### config.mk
export PLATFORM = sky130hd
export DESIGN_NAME = pipe_elastic_latch_flat
export DESIGN_NICKNAME = d
export VERILOG_FILES = /design/src/rtl/pipe_elastic_latch_pkg.sv /design/src/rtl/pipe_elastic_latch_if.sv /design/src/rtl/sat_counter.sv /design/src/rtl/pipe_elastic_latch.sv /design/src/flat_wrapper.sv
export SDC_FILE = /design/constraint.sdc
export NUM_CORES = 1
export LEC_CHECK = 0
export CORE_ASPECT_RATIO = 1.2
export CORE_MARGIN = 5
export CORE_UTILIZATION = 40
export DETAILED_ROUTE_END_ITERATION = 10
export PLACE_DENSITY = 0.68
export SYNTH_ARGS = -nofsm -noshare
export SYNTH_HDL_FRONTEND = slang
export SYNTH_HIERARCHICAL = 1
export SYNTH_SLANG_ARGS = --single-unit
### constraint.sdc
create_clock -name CLK -period 5.4 [get_ports CLK]
set_input_delay 1.08 -clock CLK [delete_from_list [all_inputs] [get_ports CLK]]
set_output_delay 1.08 -clock CLK [all_outputs]
set_load 0.01 [all_outputs]
### src/rtl/pipe_elastic_latch_pkg.sv
// Shared types for pipeline latches.
// word_t payload, per-stage hold/flush bundle.
package pipe_elastic_latch_pkg;

  typedef logic [31:0] word_t;

  localparam int WORD_W = $bits(word_t);

  localparam int PIPE_DEPTH_DEFAULT = 2;

  typedef struct packed {
    logic hold;
    logic flush;
  } pipe_ctrl_t;

endpackage

### src/rtl/pipe_elastic_latch_if.sv
// valid/ready/data handshake between stages.
// master drives valid/data, slave drives ready.
interface pipe_elastic_latch_if
  import pipe_elastic_latch_pkg::*;
#(
  parameter int DATA_W = WORD_W
);

  logic              valid;
  logic              ready;
  logic [DATA_W-1:0] data;

  modport master (
    output valid,
    output data,
    input  ready
  );

  modport slave (
    input  valid,
    input  data,
    output ready
  );

endinterface

### src/rtl/sat_counter.sv
// Saturating accumulator, sync active-low clear.
// Ports: CLK, clr_n, inc_en, inc_val -> value.
module sat_counter #(
  parameter int WIDTH = 16,
  parameter int INC_W = 2
) (
  input  logic             CLK,
  input  logic             clr_n,
  input  logic             inc_en,
  input  logic [INC_W-1:0] inc_val,
  output logic [WIDTH-1:0] value
);

  localparam int MAX_W =
    (WIDTH > INC_W) ? WIDTH : INC_W;
  localparam int SUM_W = MAX_W + 1;

  localparam logic [SUM_W-1:0] TOP =
    SUM_W'({WIDTH{1'b1}});

  logic [SUM_W-1:0] sum;

  // one spare bit so the overflow is visible
  assign sum = SUM_W'(value)
             + SUM_W'(inc_val);

  always_ff @(posedge CLK) begin
    if (!clr_n) begin
      value <= '0;
    end else if (inc_en) begin
      if (sum > TOP) begin
        value <= '1;
      end else begin
        value <= sum[WIDTH-1:0];
      end
    end
  end

endmodule

### src/rtl/pipe_elastic_latch.sv
// Elastic DEPTH-entry latch between two stages.
// Ports: CLK, nRST, up (slave), dn (master),
//        hold, flush, count, drop_count.
module pipe_elastic_latch
  import pipe_elastic_latch_pkg::*;
#(
  parameter int DATA_W = WORD_W,
  parameter int DEPTH  = PIPE_DEPTH_DEFAULT,
  parameter int DROP_W = 16
) (
  input  logic CLK,
  input  logic nRST,

  pipe_elastic_latch_if.slave  up,
  pipe_elastic_latch_if.master dn,

  input  logic hold,
  input  logic flush,

  output logic [$clog2(DEPTH):0] count,
  output logic [DROP_W-1:0]      drop_count
);

  localparam int PTR_W = $clog2(DEPTH);
  localparam int CNT_W = PTR_W + 1;

  localparam logic [CNT_W-1:0] FULL =
    CNT_W'(DEPTH);

  logic [DATA_W-1:0] mem [DEPTH];

  logic [PTR_W-1:0] wr_ptr;
  logic [PTR_W-1:0] rd_ptr;
  logic [CNT_W-1:0] cnt;

  pipe_ctrl_t ctrl;
  logic       push;
  logic       pop;

  assign ctrl.hold  = hold;
  assign ctrl.flush = flush;

  // ready ignores dn.ready: no full bypass
  assign up.ready = nRST
                 && !ctrl.hold
                 && (cnt < FULL);

  assign dn.valid = nRST
                 && !ctrl.hold
                 && (cnt != '0);

  assign dn.data = mem[rd_ptr];

  assign push = up.valid && up.ready;
  assign pop  = dn.valid && dn.ready;

  assign count = cnt;

  // hold needs no branch: it already
  // forces push = pop = 0
  always_ff @(posedge CLK) begin
    if (!nRST) begin
      wr_ptr <= '0;
      rd_ptr <= '0;
      cnt    <= '0;
    end else if (ctrl.flush) begin
      wr_ptr <= '0;
      rd_ptr <= '0;
      cnt    <= '0;
    end else begin
      if (push) begin
        wr_ptr <= wr_ptr + 1'b1;
      end
      if (pop) begin
        rd_ptr <= rd_ptr + 1'b1;
      end
      cnt <= cnt
           + CNT_W'(push)
           - CNT_W'(pop);
    end
  end

  always_ff @(posedge CLK) begin
    if (nRST && !ctrl.flush && push) begin
      mem[wr_ptr] <= up.data;
    end
  end

  // squashed entries = occupancy at flush
  sat_counter #(
    .WIDTH (DROP_W),
    .INC_W (CNT_W)
  ) u_drop (
    .CLK     (CLK),
    .clr_n   (nRST),
    .inc_en  (ctrl.flush),
    .inc_val (cnt),
    .value   (drop_count)
  );

endmodule

### src/flat_wrapper.sv
// flat-port wrapper written by rule: the top's interface ports become plain ports
module pipe_elastic_latch_flat import pipe_elastic_latch_pkg::*;
#(
  parameter int DATA_W = WORD_W,
  parameter int DEPTH  = PIPE_DEPTH_DEFAULT,
  parameter int DROP_W = 16
)
  (CLK, nRST, hold, flush, count, drop_count, up_valid, up_data, up_ready, dn_valid, dn_data, dn_ready);
  pipe_elastic_latch_if #(.DATA_W(DATA_W)) up_i ();
  pipe_elastic_latch_if #(.DATA_W(DATA_W)) dn_i ();
  input  logic CLK;
  input  logic nRST;
  input  logic hold;
  input  logic flush;
  output logic [$clog2(DEPTH):0] count;
  output logic [DROP_W-1:0] drop_count;
  input wire logic [$bits(up_i.valid)-1:0] up_valid;
  input wire logic [$bits(up_i.data)-1:0] up_data;
  output wire logic [$bits(up_i.ready)-1:0] up_ready;
  output wire logic [$bits(dn_i.valid)-1:0] dn_valid;
  output wire logic [$bits(dn_i.data)-1:0] dn_data;
  input wire logic [$bits(dn_i.ready)-1:0] dn_ready;
  assign up_i.valid = up_valid;
  assign up_i.data = up_data;
  assign up_ready = up_i.ready;
  assign dn_valid = dn_i.valid;
  assign dn_data = dn_i.data;
  assign dn_i.ready = dn_ready;
  pipe_elastic_latch #(.DATA_W(DATA_W), .DEPTH(DEPTH), .DROP_W(DROP_W)) u_core (.CLK(CLK), .nRST(nRST), .up(up_i), .dn(dn_i), .hold(hold), .flush(flush), .count(count), .drop_count(drop_count));
endmodule
# Word-level counts from Yosys, hierarchy flattened
# Memories as Yosys holds them, arrays and structs flattened. A register that Yosys moved wholly into a read port is not among the register bits.
# Index checks and enable logic that the tools add are counted.
[classes]
addsub = 5
order_cmp = 2
mux = 5
bitwise_logic = 1
n_reduce_logical = 11
[ops]
columns = ["cell", "n"]
rows = [
  ["$add 16x2->17", 1],
  ["$gt 17x16->1 const B", 1],
  ["$mux 16", 1],
  ["$logic_and 1x1->1", 7],
  ["$mux 1", 4],
  ["$add 1x1->1 const B", 2],
  ["$add 2x1->2", 1],
  ["$logic_not 1->1", 2],
  ["$lt 2x2->1 const B", 1],
  ["$reduce_bool 2->1", 1],
  ["$reduce_or 2->1", 1],
  ["$sub 2x1->2", 1],
  ["$not 1->1", 1],
]
[word_totals]
reg_bits = 20
ramBits = 64
in_bits = 38
output_inout_bits = 52
wordCells = 29
mem_count = 1
[mem_list]
columns = ["memory", "depth", "word_bits", "rd", "rd_clocked_by_memory_dff", "write_ports", "line", "rtl"]
rows = [
  ["u_core.mem", 2, 32, 1, 1, 1, "pipe_elastic_latch.sv:30", "logic [DATA_W-1:0] mem [DEPTH];"],
]

# Logic depth before layout (Yosys ltp)
# Gate-level depths: netlist of the first run.
[depth]
ltp_word = 7
depth_mapped = 8

# Modules after synthesis
# Netlist of the first run, hierarchy kept.
[modules_own_cells]
columns = ["module", "instances", "cells_each", "area_each_um2", "seq_area_each_um2"]
rows = [
  ["pipe_elastic_latch", 1, 130, 2565.0, 2021.9],
  ["sat_counter", 1, 94, 799.5, 320.3],
]

# Least setup slack after synthesis of the first run
# OpenSTA, ideal clock, no wires.
[synth_path]
path_kind = "input -> register"
from = "input hold"
to = "memory u_core/mem[1][0] in the netlist's numbering (enable)"
setup_ns = 0.468
arrival_time_ns = 3.762
t_required_ns = 4.932
path_slack_ns = 1.170
cell_stages = 2
path_buffers = 0
path_cell_list = "nand4bb_1 nor3b_1"
[synth_between]
elab_chain_cells = 7
[synth_rtl]
columns = ["element", "line", "rtl"]
rows = [
  ["start: declaration", "flat_wrapper.sv:13", "input logic hold;"],
  ["$logic_not 1->1", "pipe_elastic_latch.sv:45", "&& !ctrl.hold"],
  ["$logic_and 1x1->1", "pipe_elastic_latch.sv:45", ""],
  ["$logic_and 1x1->1", "pipe_elastic_latch.sv:46", "&& (cnt < FULL);"],
  ["$logic_and 1x1->1", "pipe_elastic_latch.sv:54", "assign push = up.valid && up.ready;"],
  ["$logic_and 1x1->1", "pipe_elastic_latch.sv:84", "if (nRST && !ctrl.flush && push) begin"],
  ["$mux 1", "pipe_elastic_latch.sv:84", ""],
  ["$mux 1 (not written as such)", "pipe_elastic_latch.sv:85", "mem[wr_ptr] <= up.data;"],
  ["end: declaration", "pipe_elastic_latch.sv:30", ""],
]
# No other way between the ends.

# Worst setup path after layout of the first run
[layout_path]
from = "input nRST"
to = "output dn_valid"
[layout_between]
elab_chain_cells = 2
[layout_rtl]
columns = ["element", "line", "rtl"]
rows = [
  ["start: declaration", "flat_wrapper.sv:12", "input logic nRST;"],
  ["$logic_and 1x1->1", "pipe_elastic_latch.sv:49", "&& !ctrl.hold"],
  ["$logic_and 1x1->1", "pipe_elastic_latch.sv:50", "&& (cnt != '0);"],
  ["end: declaration", "flat_wrapper.sv:20", "output wire logic [$bits(dn_i.valid)-1:0] dn_valid;"],
]
# No other way between the ends.

==> results of run 1 <==
## worst max-delay path, stage by stage
cell             delay (ps)
clkdlybuf4s50_1         780
nand2b_1                160
nor2_1                  130
clkdlybuf4s50_1         540
## routing by layer
metal  share of wire  global-route usage  up-vias
met5               0                   0        -
met3           0.057              0.0313        8
li1                -                   -     1063
met1            0.44               0.184     1080
met4           0.013              0.0549        0
met2            0.49               0.229       86
## cells by family after synthesis
| logic type | Yosys count |
|---|---|
| compound gates | 33 |
| xor+xnor | 2 |
| fa+ha+maj | 5 |
| buf+inv | 13 |
| flops | 85 |
| mux | 32 |
| simple gates | 54 |
## sequential cells by signal, indices dropped and copies added (netlist names), named ones only
name and count:
u_core/u_drop/value 16, u_core/count 2, u_core/wr_ptr 1, u_core/rd_ptr 1, u_core/mem 64
## power breakdown
part | switching [W] | total, W | internal [W] | leakage, nW
logic | 0.0000247 | 0.0000649 | 0.0000402 | 0.667
clock network | 0.000223 | 0.000391 | 0.000168 | 0.0797
registers | 0.00000262 | 0.000710 | 0.000707 | 0.748
total | 0.000251 | 0.00117 | 0.000915 | 1.49
## synth_stat cells (all sizes together)
cell     count
edfxtp      64
mux2        32
dfxtp       21
nor3        12
o21ai       12
nor2        10
a21oi        8
a31oi        8
inv          7
nand4        6
nand2        5
buf          4
ha           4
nand3        4
a211oi       3
and4         3
nor4         3
and2         2
clkbuf       2
nand2b       2
or4          2
xor2         2
and3         1
and4b        1
fa           1
nand4bb      1
nor3b        1
o21bai       1
o311a        1
or3          1
## metrics by stage
| stage | power [W] | worst slack (ps) | instance area (um2) |
|---|---|---|---|
| after floorplan | 0.000742 | 1170 | 3360 |
| after global placement | 0.000789 | 1660 | 4390 |
| after detailed placement | 0.000791 | 1640 | 4390 |
| after CTS | 0.00118 | 1640 | 4570 |
| after global routing | 0.00121 | 1530 | 4570 |
| final | 0.00117 | 1630 | 4570 |
## area by class of cell
class / count / area, um2
Sequential cell: 85 / 2340
Multi-Input combinational cell: 126 / 970
Fill cell: 704 / 3590
Clock inverter: 7 / 48.8
Timing Repair Buffer: 92 / 913
Inverter: 7 / 26.3
Tap cell: 114 / 143
Clock buffer: 9 / 124
## path summary, 6_finish.rpt
path	endpoint	slack [ps]	depth (start not counted)
worst min register to register	u_core/rd_ptr$_SDFFE_PP0P_	520	2
worst max-delay path	dn_valid	1630	4
worst min-delay path	u_core/rd_ptr$_SDFFE_PP0P_	520	2
worst max register to register	u_core/u_drop/value[12]$_SDFFE_PN0P_	3080	6
==> impl_metrics.tcl, run 1 <==
set metrics [dict create \
    grt_remaining_overflow 0 \
    irDropWorstVdd_uv 115 \
    detailed_place_hpwl_um 4970 \
    cp.arrival_ps 2690 \
    setup.worst_path.class "in -> out" \
    min_path_type "reg -> reg" \
    synthAdderAreaFrac 0.0208 \
    portion_of_netlist_area_occupied_by_mux_cells 0.107 \
    syn_avg_cell_area_um2 15.0 \
    route.detailed.vias_per_inst 5.08 \
    layout-drive-gt1-share 0.172 \
    tritoncts_num_sinks 85 \
    antenna_violating_nets_post_route 0 \
    dp_cells 424 \
    syn2layout_area_growth_pct 35.7 \
    critical_path.reg2reg.startpoint "u_core/count[0]$_SDFF_PP0_" \
    worst-path-max-fanout 15 \
    place.gp.congestion 0.894 \
    num_antenna_cells 0 \
    port-buffer-count 89 \
    cts_htree_levels 3 \
    dr.pass1.iters 4 \
    tightest_slew_ps 789 \
    timing.fmax_mhz 265 \
    critical_path_start "nRST" \
    yosys.area_share.simple 0.0945 \
    floorplan.initialDensity 0.413 \
    wirelength_um 7100 \
    timing.critical_path.required_ps 4320 \
    route.vias.total 2237 \
    power.density_cell_area_nw_per_um2 255 \
    cts.reportedPaths.clkPinSlew_ps 90 \
    grt_max_degree 30 \
    syn-instance-count 224 \
    nNetsFinal 364 \
    postCtsHoldBufs 0 \
    min-delay-start "u_core/rd_ptr$_SDFFE_PP0P_" \
    syn_nets 267 \
    drv_cap 0 \
    drt-initial-drc-count 89 \
    cts_buffer_depth 2 \
    synth.yosys.warnings 6 \
    instances_no_fill 440 \
    synth-seq-cells 85 \
    maxSlewViolCount 0 \
    finalSetupViolCount 0 \
    synthTopCellsByArea "edfxtp_1, dfxtp_1, mux2_2" \
    clock_latency_ps 340 \
    drc 0 \
    dieWidth_um 93.7 \
    yosysSeqAreaShare 0.696 \
    grt_first_pass_wirelength_um 11600 \
    most-common-layout-cells "clkdlybuf4s50_1, edfxtp_1, mux2_2, dfxtp_1" \
    rows 36 \
    timing.final.crit_period_ps 3770 \
    postLayoutCoreUtil 0.560 \
    final_total_negative_setup_slack_ps 0 \
    synth_top_area_frac 0.571 \
    worst_slew_margin 0.469 \
    synth.largest_area_cell "edfxtp_1" \
    global_route.usage.total 0.142 \
    cts_setup_buffers 0 \
    dominant_combinational_cell_family_by_area_after_synthesis "multiplexers" \
    outcome "completed" \
    timing.final.hold_violations 0 \
    fin_worst_hold_slack_ps 519 \
    floorplan.io_pins 90 \
    grt_antenna_before_repair 0 \
    setup_repair_after_global_routing_missed_its_margin "false" \
    core_area_um2 8150 \
    leakagePower_nw 1.49 \
    synthXorXnorAreaFrac 0.00521 \
    wire_per_inst_um 16.1 \
    design.die.area_um2 10400 \
    die_h_um 110 \
    most_frequent_standard_cell_in_the_layout_excluding_fill_and_tap_cells "clkdlybuf4s50_1" \
    post_synth_instance_area_um2 3360 \
    grt_pass1_vias 2297 \
    yosysUniqueCellTypes 39 \
    clock_tree.root_cell "clkbuf_8" \
    cts_tree "yes" \
    final_setup_skew_ps 6.44 \
    timing.critical_path.to_type "primary output" \
    post_cts.resized_instances 0 \
    period_share 0.698 \
    cts_inserted_buffers 9 \
    compound_gate_fraction_of_synth_area 0.0576 \
    worstSetupStartpointType "primary input" \
]
(Power assumes the default switching activity.)
==> run 2: changes to the inputs <==
--- a/config.mk
+++ b/config.mk
@@ -9,7 +9,7 @@
 export CORE_MARGIN = 5
 export CORE_UTILIZATION = 40
 export DETAILED_ROUTE_END_ITERATION = 10
-export PLACE_DENSITY = 0.68
+export PLACE_DENSITY = 0.71
 export SYNTH_ARGS = -nofsm -noshare
 export SYNTH_HDL_FRONTEND = slang
 export SYNTH_HIERARCHICAL = 1
==> constraint.sdc (replaced) <==
create_clock -name CLK -period 3.07 [get_ports CLK]
set_input_delay 0.614 -clock CLK [delete_from_list [all_inputs] [get_ports CLK]]
set_output_delay 0.614 -clock CLK [all_outputs]
set_load 0.01 [all_outputs]
==> impl_metrics.tcl, run 2 (synthesis results as in run 1) <==
set metrics [dict create \
    period_share 0.836 \
    num_antenna_cells 0 \
    clock_tree.root_cell "clkbuf_8" \
    cts_tree "yes" \
    r2r.worst_path.cells 6 \
    drc 0 \
    worst_slew_margin 0.469 \
    cts_buffer_depth 2 \
    floorplan.io_pins 90 \
    rows 36 \
    worst-path-max-fanout 32 \
    rrSetupSlack_ps 760 \
    postCtsHoldBufs 0 \
    grt_max_degree 33 \
    setup.worst_path.class "reg -> out" \
    clock_latency_ps 340 \
    wire_per_inst_um 15.9 \
    route.vias.total 2214 \
    cp.arrival_ps 1950 \
    wirelength_um 7010 \
    grt_antenna_before_repair 0 \
    worstSetupStartpointType "flip-flop" \
    min_path_type "reg -> reg" \
    drt-initial-drc-count 101 \
    critical_path.cell_chain "buf_4 -> mux2_2 -> clkdlybuf4s50_1" \
    grt_pass1_vias 2325 \
    dieWidth_um 93.7 \
    global_route.usage.total 0.143 \
    timing.final.hold_violations 0 \
    die_h_um 110 \
    dr.pass1.iters 4 \
    place.gp.congestion 0.791 \
    postLayoutCoreUtil 0.562 \
    most_frequent_standard_cell_in_the_layout_excluding_fill_and_tap_cells "clkdlybuf4s50_1" \
    timing.critical_path.max_delay_family "buffers and inverters" \
    final_total_negative_setup_slack_ps 0 \
    detailed_place_hpwl_um 4850 \
    core_area_um2 8150 \
    design.die.area_um2 10400 \
    worst_path_max_delay_cell "clkdlybuf4s50_1" \
    route.detailed.vias_per_inst 5.02 \
    cts_setup_buffers 0 \
    maxSlewViolCount 0 \
    antenna_violating_nets_post_route 0 \
    layout-drive-gt1-share 0.171 \
    port-buffer-count 89 \
    grt_remaining_overflow 0 \
    final_setup_skew_ps 6.18 \
    slowest_delay_ps 510 \
    cts_htree_levels 3 \
    tritoncts_num_sinks 85 \
    cts.reportedPaths.clkPinSlew_ps 80 \
    filler_cell_count_in_the_final_layout 662 \
    number_of_flip_flops_in_the_largest_register 64 \
    grt_first_pass_wirelength_um 11600 \
    setup_repair_after_global_routing_missed_its_margin "false" \
    nNetsFinal 366 \
    critical_path.reg2reg.startpoint "u_core/count[0]$_SDFF_PP0_" \
    cts_inserted_buffers 9 \
    irDropWorstVdd_uv 183 \
    finalSetupViolCount 0 \
    floorplan.initialDensity 0.413 \
    largest-register "u_core/mem" \
    timing.critical_path.to_type "primary output" \
    drv_cap 0 \
    syn2layout_area_growth_pct 36.1 \
    post_cts.resized_instances 0 \
    r2r_end "u_core/u_drop/value[12]$_SDFFE_PN0P_" \
    cp_num_cells 3 \
    timing.fmax_mhz 390 \
    endpoint "dn_data[6]" \
    cp.buffers_inverters 2 \
    leakagePower_nw 1.51 \
    timing.final.crit_period_ps 2570 \
    tightest_slew_ps 790 \
    power.density_cell_area_nw_per_um2 439 \
    timing.critical_path.required_ps 2460 \
    most-common-layout-cells "clkdlybuf4s50_1, edfxtp_1, mux2_2, dfxtp_1" \
    outcome "completed" \
]
==> run 2: cell types whose count changed in the layout (fill, tap and decap cells not counted) <==
cell / change
nor3_4: +1
buf_4: +2
nor3_2: -1
inv_6: -2
clkinvlp_4: -1
clkbuf_1: +1
nor3b_4: +1
nor3b_2: -1
clkinv_2: +1
==> run 2: cell type report <==
| type | instances | area, um2 | area share |
|---|---|---|---|
| Clock inverter | 5 | 28.8 | 0.00629 |
| Timing Repair Buffer | 94 | 928 | 0.203 |
| Tap cell | 114 | 143 | 0.0312 |
| Clock buffer | 10 | 128 | 0.0279 |
| Sequential cell | 85 | 2340 | 0.512 |
| Inverter | 7 | 26.3 | 0.00574 |
| Multi-Input combinational cell | 126 | 982 | 0.215 |
==> run 2: how the worst min path moves through the flow <==
stage                                          from                                    to  cells after the start
2_1_floorplan            u_core/rd_ptr$_SDFFE_PP0P_                             flip-flop                      2
3_3_place_gp             u_core/rd_ptr$_SDFFE_PP0P_            u_core/rd_ptr$_SDFFE_PP0P_                      2
3_5_place_dp   u_core/u_drop/value[11]$_SDFFE_PN0P_  u_core/u_drop/value[11]$_SDFFE_PN0P_                      1
4_1_cts        u_core/u_drop/value[11]$_SDFFE_PN0P_  u_core/u_drop/value[11]$_SDFFE_PN0P_                      1
5_1_grt        u_core/u_drop/value[11]$_SDFFE_PN0P_  u_core/u_drop/value[11]$_SDFFE_PN0P_                      1
6_report       u_core/u_drop/value[11]$_SDFFE_PN0P_  u_core/u_drop/value[11]$_SDFFE_PN0P_                      1
==> run 2: layer usage <==
layer	wire length, um	vias to the layer above	track usage
li1	-	1061	-
met1	3160	1060	0.181
met2	3320	82	0.229
met3	404	11	0.0340
met4	131	0	0.0665
met5	0	-	0
==> run 2: report_power, final <==
part           switching (W)  internal (W)  leakage [nW]
clock               0.000360      0.000284        0.0756
sequential        0.00000468       0.00124         0.748
combinational      0.0000439     0.0000727         0.684
total               0.000409       0.00160          1.51
==> run 2: metrics by stage <==
stage / cells / cell area [um2] / hold WS, ps / power [W] / setup WS, ps
after CTS: 441 / 4580 / 525 / 0.00204 / 451
after global routing: 441 / 4580 / 551 / 0.00210 / 413
final: 441 / 4580 / 518 / 0.00201 / 505
after global placement: 426 / 4420 / 497 / 0.00139 / 508
after floorplan: 224 / 3370 / 480 / 0.00131 / 405
after detailed placement: 426 / 4420 / 503 / 0.00139 / 443
==> run 3: changes to the inputs <==
==> constraint.sdc (replaced) <==
create_clock -name CLK -period 2.1 [get_ports CLK]
set_input_delay 0.42 -clock CLK [delete_from_list [all_inputs] [get_ports CLK]]
set_output_delay 0.42 -clock CLK [all_outputs]
set_load 0.01 [all_outputs]
==> impl_metrics.tcl, run 3 (synthesis results as in run 1) <==
set metrics [dict create \
    cts.reportedPaths.clkPinSlew_ps 80 \
    most-common-layout-cells "edfxtp_1, clkdlybuf4s50_1, dlygate4sd2_1, mux2_2, dfxtp_1" \
    rrSetupSlack_ps 30 \
    cts_htree_levels 3 \
    instances_no_fill 453 \
    timing.critical_path.required_ps 2390 \
    nNetsFinal 378 \
    final_setup_skew_ps 9.61 \
    floorplan.initialDensity 0.413 \
    cts_inserted_buffers 9 \
    die_h_um 110 \
    maxSlewViolCount 0 \
    wirelength_um 7390 \
    global_route.usage.total 0.148 \
    worst-path-max-fanout 7 \
    cts_tree "yes" \
    cp.buffers_inverters 0 \
    min-delay-start "u_core/u_drop/value[11]$_SDFFE_PN0P_" \
    floorplan.io_pins 90 \
    tritoncts_num_sinks 85 \
    drc 0 \
    hold-path-endpoint "u_core/u_drop/value[11]$_SDFFE_PN0P_" \
    antenna_violating_nets_post_route 0 \
    most_frequent_standard_cell_in_the_layout_excluding_fill_and_tap_cells "edfxtp_1" \
    outcome "completed" \
    cts_buffer_depth 2 \
    number_of_flip_flops_in_the_largest_register 64 \
    tightest_slew_ps 491 \
    cp.arrival_ps 2360 \
    worst_path_max_delay_cell "or4_1" \
    route.vias.total 2333 \
    critical_path.reg2reg.startpoint "u_core/u_drop/value[0]$_SDFFE_PN0P_" \
    r2r.worst_path.cells 6 \
    slowest_delay_ps 720 \
    cell_depth_of_the_worst_min_delay_path 1 \
    grt_pass1_vias 2438 \
    worstSetupStartpointType "flip-flop" \
    layout-drive-gt1-share 0.209 \
    r2r_end "u_core/u_drop/value[14]$_SDFFE_PN0P_" \
    post_dp_cell_area_um2 4550 \
    min_path_type "reg -> reg" \
    irDropWorstVdd_uv 317 \
    clock_latency_ps 350 \
    grt_antenna_before_repair 0 \
    port-buffer-count 89 \
    timing.final.crit_period_ps 2070 \
    core_area_um2 8150 \
    setup_repair_after_global_routing_missed_its_margin "true" \
    critical_path.cell_chain "ha_1 -> fa_1 -> nand4_1 -> or4_1 -> nand2_1 -> o311a_1" \
    dr.pass1.iters 4 \
    wire_per_inst_um 16.3 \
    grt_max_degree 24 \
    largest-register "u_core/mem" \
    setup.worst_path.class "reg -> reg" \
    grt_remaining_overflow 0 \
    design.die.area_um2 10400 \
    drv_cap 0 \
    grt_first_pass_wirelength_um 12000 \
    drt-initial-drc-count 98 \
    timing.fmax_mhz 483 \
    finalSetupViolCount 0 \
    rows 36 \
    period_share 0.987 \
    dp_cells 436 \
    timing.critical_path.to_type "flip-flop" \
    clock_tree.root_cell "clkbuf_8" \
    num_antenna_cells 0 \
    detailed_place_hpwl_um 5200 \
    timing.final.hold_violations 0 \
    place.gp.congestion 0.873 \
    power.density_cell_area_nw_per_um2 672 \
    timing.critical_path.max_delay_family "simple AND/OR/NAND/NOR gates" \
    worst_slew_margin 0.670 \
    syn2layout_area_growth_pct 41.5 \
    dieWidth_um 93.7 \
    route.detailed.vias_per_inst 5.15 \
    fin_area_um2 4760 \
    leakagePower_nw 1.67 \
]
## run 3: worst max path at each step
stage / slack (ps) / end / start / cells after the start
floorplan: 40 / u_core/mem[1][0]$_DFFE_PP_ / u_core/count[1]$_SDFF_PP0_ / 2
global placement: -100 / dn_valid / nRST / 4
detailed placement: -100 / dn_valid / nRST / 4
CTS: 0.5 / dn_data[22] / flip-flop / 3
global route: -90 / u_core/u_drop/value[14]$_SDFFE_PN0P_ / u_core/u_drop/value[0]$_SDFFE_PN0P_ / 6
finish: 30 / u_core/u_drop/value[14]$_SDFFE_PN0P_ / u_core/u_drop/value[0]$_SDFFE_PN0P_ / 6
## run 3: where the power goes
group          total (W)  leakage (nW)  internal [W]  switching, W
Clock            0.00120        0.0998      0.000658      0.000546
Combinational   0.000171         0.819      0.000103     0.0000676
Sequential       0.00182         0.749       0.00182    0.00000648
## run 3: what timing repair did
item,in CTS,in global routing
hold buffers,0,0
buffers inserted,0,1
endpoints found under the setup margin,34,17
gates cloned,1,0
resized for setup,40,2
endpoints found under the hold margin,0,0
## run 3: final cells by class
type | instances | area (um2)
clock buffer | 10 | 128
clock inverter | 5 | 76.3
fill | 673 | 3390
inverter | 7 | 26.3
multi-input combinational | 126 | 998
sequential | 85 | 2350
tap | 114 | 143
timing repair buffer | 106 | 1040
## run 3: metrics by stage
| step | hold slack, ps | worst slack [ps] | power (W) | TNS (ps) | util |
|---|---|---|---|---|---|
| 2_1_floorplan | 480 | 40.3 | 0.00191 | 0 | - |
| 5_1_grt | 554 | -89.6 | 0.00332 | -510 | 0.584 |
| 4_1_cts | 504 | 0.534 | 0.00324 | 0 | 0.583 |
| 3_3_place_gp | 487 | -104 | 0.00204 | -246 | 0.558 |
| 6_report | 502 | 28.2 | 0.00320 | 0 | 0.584 |
| 3_5_place_dp | 482 | -99.7 | 0.00205 | -338 | 0.558 |
## run 3: layer usage
| metal | global-route usage | share of wire | up-vias |
|---|---|---|---|
| li1 | - | - | 1090 |
| met1 | 0.181 | 0.42 | 1127 |
| met2 | 0.242 | 0.49 | 101 |
| met3 | 0.0381 | 0.070 | 15 |
| met4 | 0.0684 | 0.016 | 0 |
| met5 | 0 | 0 | - |
